--- src/rtl/mem_port_arbiter_pkg.sv ---
// Shared types for the unified memory port arbiter: grant FSM encoding,
// requester IDs and the streak counter width helper.
package mem_port_arbiter_pkg;

   typedef enum logic [1:0] {
      ARB_IDLE    = 2'd0,
      ARB_BUSY_IF = 2'd1,
      ARB_BUSY_DM = 2'd2
   } arbState_t;

   localparam logic ARB_ID_IF = 1'b0;
   localparam logic ARB_ID_DM = 1'b1;

   // Bits needed to hold 0..maxStreak inclusive.
   function automatic int streakWidth(input int maxStreak);
      return (maxStreak < 1) ? 1 : $clog2(maxStreak + 1);
   endfunction

endpackage

--- src/rtl/mem_port_arbiter_if.sv ---
// Bundle of the fetch, data and memory-side signals around the arbiter.
// slave = the arbiter itself, master = requesters plus memory model.
interface mem_port_arbiter_if #(
   parameter int ADDR_W = 32,
   parameter int DATA_W = 32
);
   // Handshake: x_req is a level held until the matching x_done pulse; mem_req is
   // held with stable mem_* until mem_ready is sampled high while the arbiter is busy.
   logic              if_req;
   logic [ADDR_W-1:0] if_addr;
   logic              if_done;
   logic [DATA_W-1:0] if_rdata;

   logic              dm_req;
   logic              dm_we;
   logic [ADDR_W-1:0] dm_addr;
   logic [DATA_W-1:0] dm_wdata;
   logic              dm_done;
   logic [DATA_W-1:0] dm_rdata;

   logic              mem_req;
   logic              mem_we;
   logic [ADDR_W-1:0] mem_addr;
   logic [DATA_W-1:0] mem_wdata;
   logic [DATA_W-1:0] mem_rdata;
   logic              mem_ready;

   modport slave (
      input  if_req, if_addr, dm_req, dm_we, dm_addr, dm_wdata, mem_rdata, mem_ready,
      output if_done, if_rdata, dm_done, dm_rdata, mem_req, mem_we, mem_addr, mem_wdata
   );

   modport master (
      output if_req, if_addr, dm_req, dm_we, dm_addr, dm_wdata, mem_rdata, mem_ready,
      input  if_done, if_rdata, dm_done, dm_rdata, mem_req, mem_we, mem_addr, mem_wdata
   );

endinterface

--- src/rtl/mem_port_arbiter_dm_streak_counter.sv ---
// Saturating count of consecutive DM grants taken while fetch was waiting.
// at_limit tells the arbiter to hand the next grant to fetch.
module mem_port_arbiter_dm_streak_counter
   import mem_port_arbiter_pkg::*;
#(
   parameter int MAX_DM_STREAK = 4,
   localparam int STREAK_W = streakWidth(MAX_DM_STREAK)
) (
   input  logic                clk,
   input  logic                reset,
   input  logic                inc,
   input  logic                clr,
   output logic [STREAK_W-1:0] count,
   output logic                at_limit
);

   localparam logic [STREAK_W-1:0] LIMIT = STREAK_W'(MAX_DM_STREAK);

   always_ff @(posedge clk) begin
      if (reset || clr) begin
         count <= '0;
      end else if (inc && !at_limit) begin
         count <= count + STREAK_W'(1);
      end
   end

   assign at_limit = (count == LIMIT);

endmodule

--- src/rtl/mem_port_arbiter.sv ---
// Shares one memory port between instruction fetch and data access, data first,
// with a streak limit so fetch cannot starve. Optional perf counters: ARB_PERF_CNT_EN.
module mem_port_arbiter
   import mem_port_arbiter_pkg::*;
#(
   parameter int ADDR_W        = 32,
   parameter int DATA_W        = 32,
   parameter int MAX_DM_STREAK = 4,
   localparam int STREAK_W = streakWidth(MAX_DM_STREAK)
) (
   input  logic                clk,
   input  logic                reset,
   mem_port_arbiter_if.slave   bus,
`ifdef ARB_PERF_CNT_EN
   output logic [31:0]         perf_conflict_cnt,
   output logic [31:0]         perf_if_stall_cnt,
`endif
   output arbState_t           dbgState,
   output logic [STREAK_W-1:0] dbgStreak,
   output logic                dbgLastId
);

   arbState_t         state, stateNext;
   logic              memReq, memReqNext;
   logic              memWe, memWeNext;
   logic [ADDR_W-1:0] memAddr, memAddrNext;
   logic [DATA_W-1:0] memWdata, memWdataNext;
   logic              ifDone, ifDoneNext;
   logic              dmDone, dmDoneNext;
   logic [DATA_W-1:0] ifRdata, ifRdataNext;
   logic [DATA_W-1:0] dmRdata, dmRdataNext;
   logic              lastId, lastIdNext;

   logic ifElig, dmElig;
   logic grantIf, grantDm;
   logic streakInc, streakClr, streakAtLimit;

   // A requester still holding req on its own done cycle is not asking again.
   assign ifElig = bus.if_req && !ifDone;
   assign dmElig = bus.dm_req && !dmDone;

   always_comb begin
      stateNext    = state;
      memReqNext   = memReq;
      memWeNext    = memWe;
      memAddrNext  = memAddr;
      memWdataNext = memWdata;
      ifDoneNext   = 1'b0;
      dmDoneNext   = 1'b0;
      ifRdataNext  = ifRdata;
      dmRdataNext  = dmRdata;
      lastIdNext   = lastId;
      grantIf      = 1'b0;
      grantDm      = 1'b0;

      case (state)
         ARB_IDLE: begin
            if (dmElig && (!ifElig || !streakAtLimit)) begin
               grantDm      = 1'b1;
               stateNext    = ARB_BUSY_DM;
               memReqNext   = 1'b1;
               memWeNext    = bus.dm_we;
               memAddrNext  = bus.dm_addr;
               memWdataNext = bus.dm_wdata;
               lastIdNext   = ARB_ID_DM;
            end else if (ifElig) begin
               grantIf      = 1'b1;
               stateNext    = ARB_BUSY_IF;
               memReqNext   = 1'b1;
               memWeNext    = 1'b0;
               memAddrNext  = bus.if_addr;
               lastIdNext   = ARB_ID_IF;
            end
         end
         ARB_BUSY_IF: begin
            if (bus.mem_ready) begin
               stateNext   = ARB_IDLE;
               memReqNext  = 1'b0;
               memWeNext   = 1'b0;
               ifDoneNext  = 1'b1;
               ifRdataNext = bus.mem_rdata;
            end
         end
         ARB_BUSY_DM: begin
            if (bus.mem_ready) begin
               stateNext  = ARB_IDLE;
               memReqNext = 1'b0;
               memWeNext  = 1'b0;
               dmDoneNext = 1'b1;
               // Stores leave the last load data in place.
               if (!memWe) begin
                  dmRdataNext = bus.mem_rdata;
               end
            end
         end
         default: begin
            stateNext  = ARB_IDLE;
            memReqNext = 1'b0;
            memWeNext  = 1'b0;
         end
      endcase
   end

   always_ff @(posedge clk) begin
      if (reset) begin
         state    <= ARB_IDLE;
         memReq   <= 1'b0;
         memWe    <= 1'b0;
         memAddr  <= '0;
         memWdata <= '0;
         ifDone   <= 1'b0;
         dmDone   <= 1'b0;
         ifRdata  <= '0;
         dmRdata  <= '0;
         lastId   <= ARB_ID_IF;
      end else begin
         state    <= stateNext;
         memReq   <= memReqNext;
         memWe    <= memWeNext;
         memAddr  <= memAddrNext;
         memWdata <= memWdataNext;
         ifDone   <= ifDoneNext;
         dmDone   <= dmDoneNext;
         ifRdata  <= ifRdataNext;
         dmRdata  <= dmRdataNext;
         lastId   <= lastIdNext;
      end
   end

   // Streak only grows while fetch is actually waiting behind a data grant.
   assign streakInc = grantDm && ifElig;
   assign streakClr = (grantDm && !ifElig) || grantIf;

   mem_port_arbiter_dm_streak_counter #(
      .MAX_DM_STREAK (MAX_DM_STREAK)
   ) u_streak (
      .clk      (clk),
      .reset    (reset),
      .inc      (streakInc),
      .clr      (streakClr),
      .count    (dbgStreak),
      .at_limit (streakAtLimit)
   );

`ifdef ARB_PERF_CNT_EN
   always_ff @(posedge clk) begin
      if (reset) begin
         perf_conflict_cnt <= '0;
         perf_if_stall_cnt <= '0;
      end else begin
         if ((state == ARB_IDLE) && ifElig && dmElig) begin
            perf_conflict_cnt <= perf_conflict_cnt + 32'd1;
         end
         if (bus.if_req && (state != ARB_BUSY_IF)) begin
            perf_if_stall_cnt <= perf_if_stall_cnt + 32'd1;
         end
      end
   end
`endif

   assign bus.mem_req   = memReq;
   assign bus.mem_we    = memWe;
   assign bus.mem_addr  = memAddr;
   assign bus.mem_wdata = memWdata;
   assign bus.if_done   = ifDone;
   assign bus.dm_done   = dmDone;
   assign bus.if_rdata  = ifRdata;
   assign bus.dm_rdata  = dmRdata;
   assign dbgState      = state;
   assign dbgLastId     = lastId;

endmodule

--- src/flat_wrapper.sv ---
// flat-port wrapper written by rule: the top's interface ports become plain ports
module mem_port_arbiter_flat import mem_port_arbiter_pkg::*;
#(
   parameter int ADDR_W        = 32,
   parameter int DATA_W        = 32,
   parameter int MAX_DM_STREAK = 4,
   localparam int STREAK_W = streakWidth(MAX_DM_STREAK)
)
  (clk, reset, dbgState, dbgStreak, dbgLastId, bus_if_req, bus_if_addr, bus_dm_req, bus_dm_we, bus_dm_addr, bus_dm_wdata, bus_mem_rdata, bus_mem_ready, bus_if_done, bus_if_rdata, bus_dm_done, bus_dm_rdata, bus_mem_req, bus_mem_we, bus_mem_addr, bus_mem_wdata);
  mem_port_arbiter_if #(.ADDR_W(ADDR_W), .DATA_W(DATA_W)) bus_i ();
  input  logic clk;
  input  logic reset;
  output arbState_t dbgState;
  output logic [STREAK_W-1:0] dbgStreak;
  output logic dbgLastId;
  input wire logic [$bits(bus_i.if_req)-1:0] bus_if_req;
  input wire logic [$bits(bus_i.if_addr)-1:0] bus_if_addr;
  input wire logic [$bits(bus_i.dm_req)-1:0] bus_dm_req;
  input wire logic [$bits(bus_i.dm_we)-1:0] bus_dm_we;
  input wire logic [$bits(bus_i.dm_addr)-1:0] bus_dm_addr;
  input wire logic [$bits(bus_i.dm_wdata)-1:0] bus_dm_wdata;
  input wire logic [$bits(bus_i.mem_rdata)-1:0] bus_mem_rdata;
  input wire logic [$bits(bus_i.mem_ready)-1:0] bus_mem_ready;
  output wire logic [$bits(bus_i.if_done)-1:0] bus_if_done;
  output wire logic [$bits(bus_i.if_rdata)-1:0] bus_if_rdata;
  output wire logic [$bits(bus_i.dm_done)-1:0] bus_dm_done;
  output wire logic [$bits(bus_i.dm_rdata)-1:0] bus_dm_rdata;
  output wire logic [$bits(bus_i.mem_req)-1:0] bus_mem_req;
  output wire logic [$bits(bus_i.mem_we)-1:0] bus_mem_we;
  output wire logic [$bits(bus_i.mem_addr)-1:0] bus_mem_addr;
  output wire logic [$bits(bus_i.mem_wdata)-1:0] bus_mem_wdata;
  assign bus_i.if_req = bus_if_req;
  assign bus_i.if_addr = bus_if_addr;
  assign bus_i.dm_req = bus_dm_req;
  assign bus_i.dm_we = bus_dm_we;
  assign bus_i.dm_addr = bus_dm_addr;
  assign bus_i.dm_wdata = bus_dm_wdata;
  assign bus_i.mem_rdata = bus_mem_rdata;
  assign bus_i.mem_ready = bus_mem_ready;
  assign bus_if_done = bus_i.if_done;
  assign bus_if_rdata = bus_i.if_rdata;
  assign bus_dm_done = bus_i.dm_done;
  assign bus_dm_rdata = bus_i.dm_rdata;
  assign bus_mem_req = bus_i.mem_req;
  assign bus_mem_we = bus_i.mem_we;
  assign bus_mem_addr = bus_i.mem_addr;
  assign bus_mem_wdata = bus_i.mem_wdata;
  mem_port_arbiter #(.ADDR_W(ADDR_W), .DATA_W(DATA_W), .MAX_DM_STREAK(MAX_DM_STREAK)) u_core (.clk(clk), .reset(reset), .bus(bus_i), .dbgState(dbgState), .dbgStreak(dbgStreak), .dbgLastId(dbgLastId));
endmodule
--- config.mk ---
export PLATFORM = sky130hd
export DESIGN_NAME = mem_port_arbiter_flat
export DESIGN_NICKNAME = d
export VERILOG_FILES = /design/src/rtl/mem_port_arbiter_pkg.sv /design/src/rtl/mem_port_arbiter_if.sv /design/src/rtl/mem_port_arbiter_dm_streak_counter.sv /design/src/rtl/mem_port_arbiter.sv /design/src/flat_wrapper.sv
export SDC_FILE = /design/constraint.sdc
export NUM_CORES = 1
export LEC_CHECK = 0
export CAP_MARGIN = 15
export CORE_MARGIN = 2
export CORE_UTILIZATION = 43
export DETAILED_ROUTE_END_ITERATION = 8
export GPL_TIMING_DRIVEN = 0
export PLACE_DENSITY = 0.95
export SETUP_SLACK_MARGIN = 0.05
export SLEW_MARGIN = 20
export SYNTH_ARGS = -nofsm -noshare
export SYNTH_HDL_FRONTEND = slang
export SYNTH_HIERARCHICAL = 1
export SYNTH_SLANG_ARGS = --single-unit
export TNS_END_PERCENT = 20
--- constraint.sdc ---
create_clock -name clk -period 4.7 [get_ports clk]
set_clock_uncertainty 0.1 [all_clocks]
set_input_delay 0.705 -clock clk [delete_from_list [all_inputs] [get_ports clk]]
set_output_delay 0.705 -clock clk [all_outputs]
set_load 0.03 [all_outputs]
==> key figures, run 1 <==
Timing
  – Post-route minimum period: 2.66 ns
  – Final Hold Vio Count: 0
  – Tcrit/Tclk final: 0.566
  – Setup violation total in the final timing report: 0
  – Slew Limit Fails: 0
  – RSZ-0062 raised after global routing: no
  – Measured slew at the worst slew-check pin: 0.656 ns
  – Max Freq: 0.376 GHz
  – Fin Setup TNS: 0 ns
  – Worst slew margin: 0.563

Floorplanning
  – DIE AREA: 0.0133 mm^2
  – FP Rows: 40
  – Die Wd: 115 um
  – DIE HEIGHT: 115 um
  – Initial Utilization: 0.443
  – Top Ports: 272
  – Core area: 0.0121 mm^2

Global routing
  – Gr ovfl total: 0
  – GRT Util Overall: 0.264
  – Largest net degree at the start of global routing: 17
  – First-pass GRT wire length: 27300 um
  – Number of global-route vias before repair: 5769
  – Antenna violations before repair: 0

Cells and area
  – Commonest non-fill, non-tap cells in the layout: 271 x clkdlybuf4s50_1, 259 x nand2_1, 138 x dfxtp_1
  – # diodes: 0
  – Finished Layout Cells: 1131
  – Nets: 1089
  – Commonest non-fill, non-tap cell in the layout: clkdlybuf4s50_1
  – Layout area overhead: 66.3%
  – Ratio of cells with drive above 1 in the final layout: 0.0820

Detailed routing
  – DRC errors left: 0
  – Via count: 5686
  – Routed WL per cell: 15.7 um
  – Drt total wl: 17800 um
  – DR vias/cell: 5.03
  – Initial drt markers: 340
  – ANT nets after route: 0
  – Drt pass-1 iters: 4

Worst setup path
  – Worst R2R Start: u_core/dbgState[1]
  – Required @ worst endpoint: 4.90 ns
  – Startpoint Class: primary input
  – CP startpoint: bus_if_req
  – Crit path capture type: flip-flop
  – Critical path type: primary input to flip-flop
  – Signal arrival time at the worst endpoint: 2.86 ns
  – Reg2reg path depth: 8
  – Max FO, Critical Path: 10

Synth
  – Syn avg cell area: 8.09 um^2
  – Synth Warn #: 6
  – Mapped Nets: 799
  – Cell accounting for the most synthesized area: dfxtp_1
  – Synth cell types: 36
  – Register area share after synthesis: 0.518
  – Post-synth top area share: 0.518
  – Cells after synthesis: 660
  – Number of synthesized register bits: 138
  – Netlist Area Pre-Place: 0.00534 mm^2
  – Cells taking the most area after synthesis: dfxtp_1 52%, nand2_1 18%, a21oi_1 9.6%, a311oi_1 4.1%, nor2_1 2.6%

Place
  – Number of port buffers: 271
  – Placed Cells: 1099
  – Routability cong.: 0.857
  – Detailed placement HPWL: 13200 um

Run
  – Max_cap viols: 0

Clocking
  – Deepest clock path buffer count: 2
  – CTS Hold Bufs: 0
  – Clock tree sinks: 138
  – Num CTS Buffers: 17
  – Setup Fix Bufs, Post-CTS: 0
  – Clock-pin slew on the worst setup and hold paths: 0.06 ns
  – Worst-Skew Late Latency: 0.41 ns
  – PostCTS Resize Cnt: 0
  – Clock root buffer: clkbuf_16
  – CTS H-tree lvls: 4
  – CTS tree: done

Power and ir drop
  – Power per cell area: 382 mW/mm^2
  – Leak Pwr: 0.00328 uW
  – Peak VDD IR: 0.263 mV

Outcome
  – Status: finished, final reports clean

Min path
  – Hold path depth: 2
  – Hold Path Class: flip-flop to flip-flop
  – Hold Crit Start: u_core/bus.if_rdata[30]
==> flip-flops by register name, indices dropped and copies added, names as in the netlist <==
signal,flops
u_core/bus.dm_done,1
u_core/bus.dm_rdata,32
u_core/bus.if_done,1
u_core/bus.if_rdata,32
u_core/bus.mem_addr,32
u_core/bus.mem_req,1
u_core/bus.mem_wdata,32
u_core/bus.mem_we,1
u_core/dbgLastId,1
u_core/dbgState,2
u_core/u_streak/count,3
==> logic make-up after synthesis <==
group | synth area share
mux | 0.00422
compound gates | 0.169
buf+inv | 0.0534
simple gates | 0.244
flops | 0.518
fa+ha+maj | 0.0117
==> metrics by stage <==
| stage | hold WS (ns) | utilization | power [uW] | instance area (um^2) | setup slack [ns] |
|---|---|---|---|---|---|
| after floorplan | 0.481 | - | 1690 | 5340 | 2.34 |
| after global placement | 0.341 | 0.685 | 2020 | 8260 | 1.63 |
| after detailed placement | 0.346 | 0.685 | 2030 | 8260 | 1.61 |
| after CTS | 0.354 | 0.736 | 3420 | 8880 | 2.04 |
| after global routing | 0.371 | 0.736 | 3520 | 8880 | 1.85 |
| final | 0.353 | 0.736 | 3390 | 8880 | 2.04 |
==> per-layer routing <==
| metal | track usage | wire [um] | vias up |
|---|---|---|---|
| li1 | - | - | 2778 |
| met1 | 0.275 | 6520 | 2581 |
| met2 | 0.467 | 9090 | 285 |
| met3 | 0.0947 | 1610 | 42 |
| met4 | 0.134 | 555 | 0 |
| met5 | 0 | 0 | - |
==> final timing paths <==
check,endpoint,slack (ns)
max reg2reg,u_core/u_streak/count[0],2.22
max,u_core/u_streak/count[0],2.04
min,u_core/bus.if_rdata[30],0.35
min reg2reg,u_core/bus.if_rdata[30],0.35
==> where the power goes <==
group / switching (uW) / internal [uW] / total (uW)
combinational: 397 / 323 / 720
sequential: 41.7 / 1250 / 1290
clock: 533 / 847 / 1380
==> final cells by class <==
class,count,area [um^2]
inverters,4,15.0
repair buffers,271,2710
flip-flops and latches,138,2760
well taps,168,210
fillers,866,3190
multi-input cells,469,2290
plain buffers,49,270
clock buffers,17,425
clock inverters,15,190
==> worst max-delay path, stage by stage <==
cell	delay, ns
clkdlybuf4s50_1	0.55
nand2b_4	0.09
a21boi_2	0.17
buf_4	0.21
buf_6	0.17
a21boi_0	0.53
nor3_1	0.11
mux2_1	0.31
==> cells in the mapped netlist (all sizes together) <==
| master | number |
|---|---|
| buf | 31 |
| nand3b | 1 |
| nor4 | 1 |
| nand4 | 1 |
| o21ai | 3 |
| a21boi | 3 |
| nand2b | 4 |
| and3 | 2 |
| clkbuf | 18 |
| inv | 4 |
| and4b | 1 |
| a21oi | 103 |
| a311oi | 32 |
| and2 | 2 |
| nor2b | 2 |
| dfxtp | 138 |
| nand2 | 260 |
| ha | 5 |
| or2 | 1 |
| mux2 | 2 |
| nor2 | 37 |
| nand3 | 2 |
| o2111ai | 1 |
| nor3 | 2 |
| nor3b | 3 |
| and2b | 1 |
No activity file was read; power rests on OpenSTA's default activity.
==> run 2, diff against run 1 <==
CORE_UTILIZATION = 36   (was 43)
PLACE_DENSITY = 0.85   (was 0.95)
clock period = 2.2 ns   (was 4.7 ns; I/O delays follow)
==> key figures, run 2 (synthesis results as in run 1) <==
Outcome
  – Status: finished, final reports clean (unchanged)

Cells and area
  – Ratio of cells with drive above 1 in the final layout: 0.0902 (was 0.0820)
  – Nets: 1090 (was 1089)
  – Commonest non-fill, non-tap cell in the layout: clkdlybuf4s50_1 (unchanged)
  – Layout fillers: 1281 (was 866)
  – Layout area overhead: 68.7% (was 66.3%)
  – # diodes: 0 (unchanged)
  – Commonest non-fill, non-tap cells in the layout: 271 x clkdlybuf4s50_1, 259 x nand2_1, 136 x dfxtp_1 (was 271 x clkdlybuf4s50_1, 259 x nand2_1, 138 x dfxtp_1)

Clocking
  – Deepest clock path buffer count: 2 (unchanged)
  – Clock tree sinks: 138 (unchanged)
  – CTS Hold Bufs: 0 (unchanged)
  – Num CTS Buffers: 17 (unchanged)
  – Worst-Skew Late Latency: 0.40 ns (was 0.41 ns)
  – Clock-pin slew on the worst setup and hold paths: 0.05 ns (was 0.06 ns)
  – CTS tree: done (unchanged)
  – Clock root buffer: clkbuf_16 (unchanged)
  – CTS H-tree lvls: 4 (unchanged)

Timing
  – Post-route minimum period: 2.06 ns
  – Measured slew at the worst slew-check pin: 0.664 ns (was 0.656 ns)
  – Tcrit/Tclk final: 0.937
  – Final Hold Vio Count: 0 (unchanged)
  – Setup violation total in the final timing report: 0 (unchanged)
  – Worst slew margin: 0.557 (was 0.563)
  – Slew Limit Fails: 0 (unchanged)
  – Max Freq: 0.485 GHz
  – Worst hold slack: 0.351 ns (was 0.353 ns)
  – RSZ-0062 raised after global routing: yes (was no)

Power and ir drop
  – Combinational fraction of design power: 0.212 (about the same)
  – Net Sw Power: 1980 uW (was 972 uW)
  – Peak VDD IR: 0.518 mV (was 0.263 mV)
  – Clock power frac: 0.412 (was 0.407)
  – Power per cell area: 816 mW/mm^2 (was 382 mW/mm^2)
  – Internal Power: 5360 uW (was 2420 uW)
  – Leak Pwr: 0.00333 uW (was 0.00328 uW)
  – Total power: 7340 uW (was 3390 uW)
  – Reg power frac: 0.375 (was 0.381)
  – Sw Share: 0.270 (was 0.287)

Floorplanning
  – DIE HEIGHT: 126 um (was 115 um)
  – Die Wd: 126 um (was 115 um)
  – DIE AREA: 0.0158 mm^2 (was 0.0133 mm^2)
  – Initial Utilization: 0.367 (was 0.443)
  – Top Ports: 272 (unchanged)
  – FP Rows: 44 (was 40)
  – Core area: 0.0145 mm^2 (was 0.0121 mm^2)

Detailed routing
  – DRC errors left: 0 (unchanged)
  – ANT nets after route: 0 (unchanged)
  – Via count: 5574 (was 5686)
  – Drt total wl: 17400 um (was 17800 um)
  – Drt pass-1 iters: 5 (was 4)
  – DR vias/cell: 4.86 (was 5.03)
  – Initial drt markers: 299 (was 340)
  – Routed WL per cell: 15.1 um (was 15.7 um)

Worst setup path
  – Startpoint Class: flip-flop (was primary input)
  – Reg-to-reg slack, setup: 0.14 ns (was 2.22 ns)
  – Max FO, Critical Path: 10 (unchanged)
  – Required @ worst endpoint: 2.38 ns (was 4.90 ns)
  – Critical path type: flip-flop to flip-flop (was primary input to flip-flop)
  – Crit path capture type: flip-flop (unchanged)
  – Signal arrival time at the worst endpoint: 2.25 ns (was 2.86 ns)

Place
  – Routability cong.: 0.915 (was 0.857)
  – Number of port buffers: 271 (unchanged)
  – Detailed placement HPWL: 13500 um (was 13200 um)

Min path
  – Hold Path Class: flip-flop to flip-flop (unchanged)

Global routing
  – GRT Util Overall: 0.215 (was 0.264)
  – Number of global-route vias before repair: 5353 (was 5769)
  – First-pass GRT wire length: 27200 um (was 27300 um)
  – Largest net degree at the start of global routing: 19 (was 17)
  – Antenna violations before repair: 0 (unchanged)
  – Gr ovfl total: 0 (unchanged)

Run
  – Max_cap viols: 0 (unchanged)
==> run 2: critical path, stage by stage (launching register included) <==
cell	delay, ns
dfxtp_1	0.33
inv_1	0.13
ha_4	0.20
a21boi_4	0.23
buf_6	0.17
buf_6	0.16
a21boi_4	0.25
nor3_1	0.08
mux2_1	0.30
==> run 2: path summary, 6_finish.rpt <==
path | startpoint | endpoint | cells after the start
setup / recovery | u_core/dbgState[0] | u_core/u_streak/count[0] | 8
hold / removal | u_core/bus.mem_wdata[31] | u_core/bus.mem_wdata[31] | 2
hold reg to reg | u_core/bus.mem_wdata[31] | u_core/bus.mem_wdata[31] | 2
setup reg to reg | u_core/dbgState[0] | u_core/u_streak/count[0] | 8
==> run 2: cell type report <==
| class | count | area, um^2 | area share |
|---|---|---|---|
| inverter | 4 | 15.0 | 0.00167 |
| buffer | 48 | 279 | 0.0310 |
| clock buffer | 21 | 470 | 0.0523 |
| clock inverter | 11 | 168 | 0.0186 |
| tap | 184 | 230 | 0.0256 |
| multi-input combinational | 469 | 2340 | 0.260 |
| timing repair buffer | 273 | 2730 | 0.303 |
| sequential | 138 | 2770 | 0.308 |
==> run 2: timing repair <==
action,4_1_cts,5_1_grt
setup endpoints to repair,3,2
gates resized for setup,5,7
buffers inserted,2,0
gates cloned,0,0
pin swaps,1,0
==> run 2: metrics by stage <==
stage | setup TNS (ns) | instance area (um^2) | setup WS [ns] | utilization | instances
final | 0 | 9000 | 0.139 | 0.619 | 1148
after CTS | 0 | 8970 | 0.0391 | 0.617 | 1148
after floorplan | 0 | 5350 | 0.0592 | - | 660
after detailed placement | -14.55 | 8290 | -0.385 | 0.571 | 1115
after global routing | 0 | 9000 | 0.0396 | 0.619 | 1148
after global placement | -14.72 | 8290 | -0.351 | 0.571 | 1115
==> run 2: power groups by stage <==
stage / combinational (uW) / sequential, uW / clock (uW)
detailed placement: 1530 / 2810 / 0
CTS: 1550 / 2760 / 3080
finish: 1560 / 2760 / 3030
global placement: 1520 / 2800 / 0
global route: 1670 / 2780 / 3220
floorplan: 472 / 3130 / 0
==> run 2: layer usage <==
metal / wire length (um) / global-route usage / vias up
met4: 418 / 0.0789 / 0
met1: 6720 / 0.237 / 2534
li1: - / - / 2773
met5: 0 / 0 / -
met2: 8840 / 0.388 / 240
met3: 1390 / 0.0667 / 27
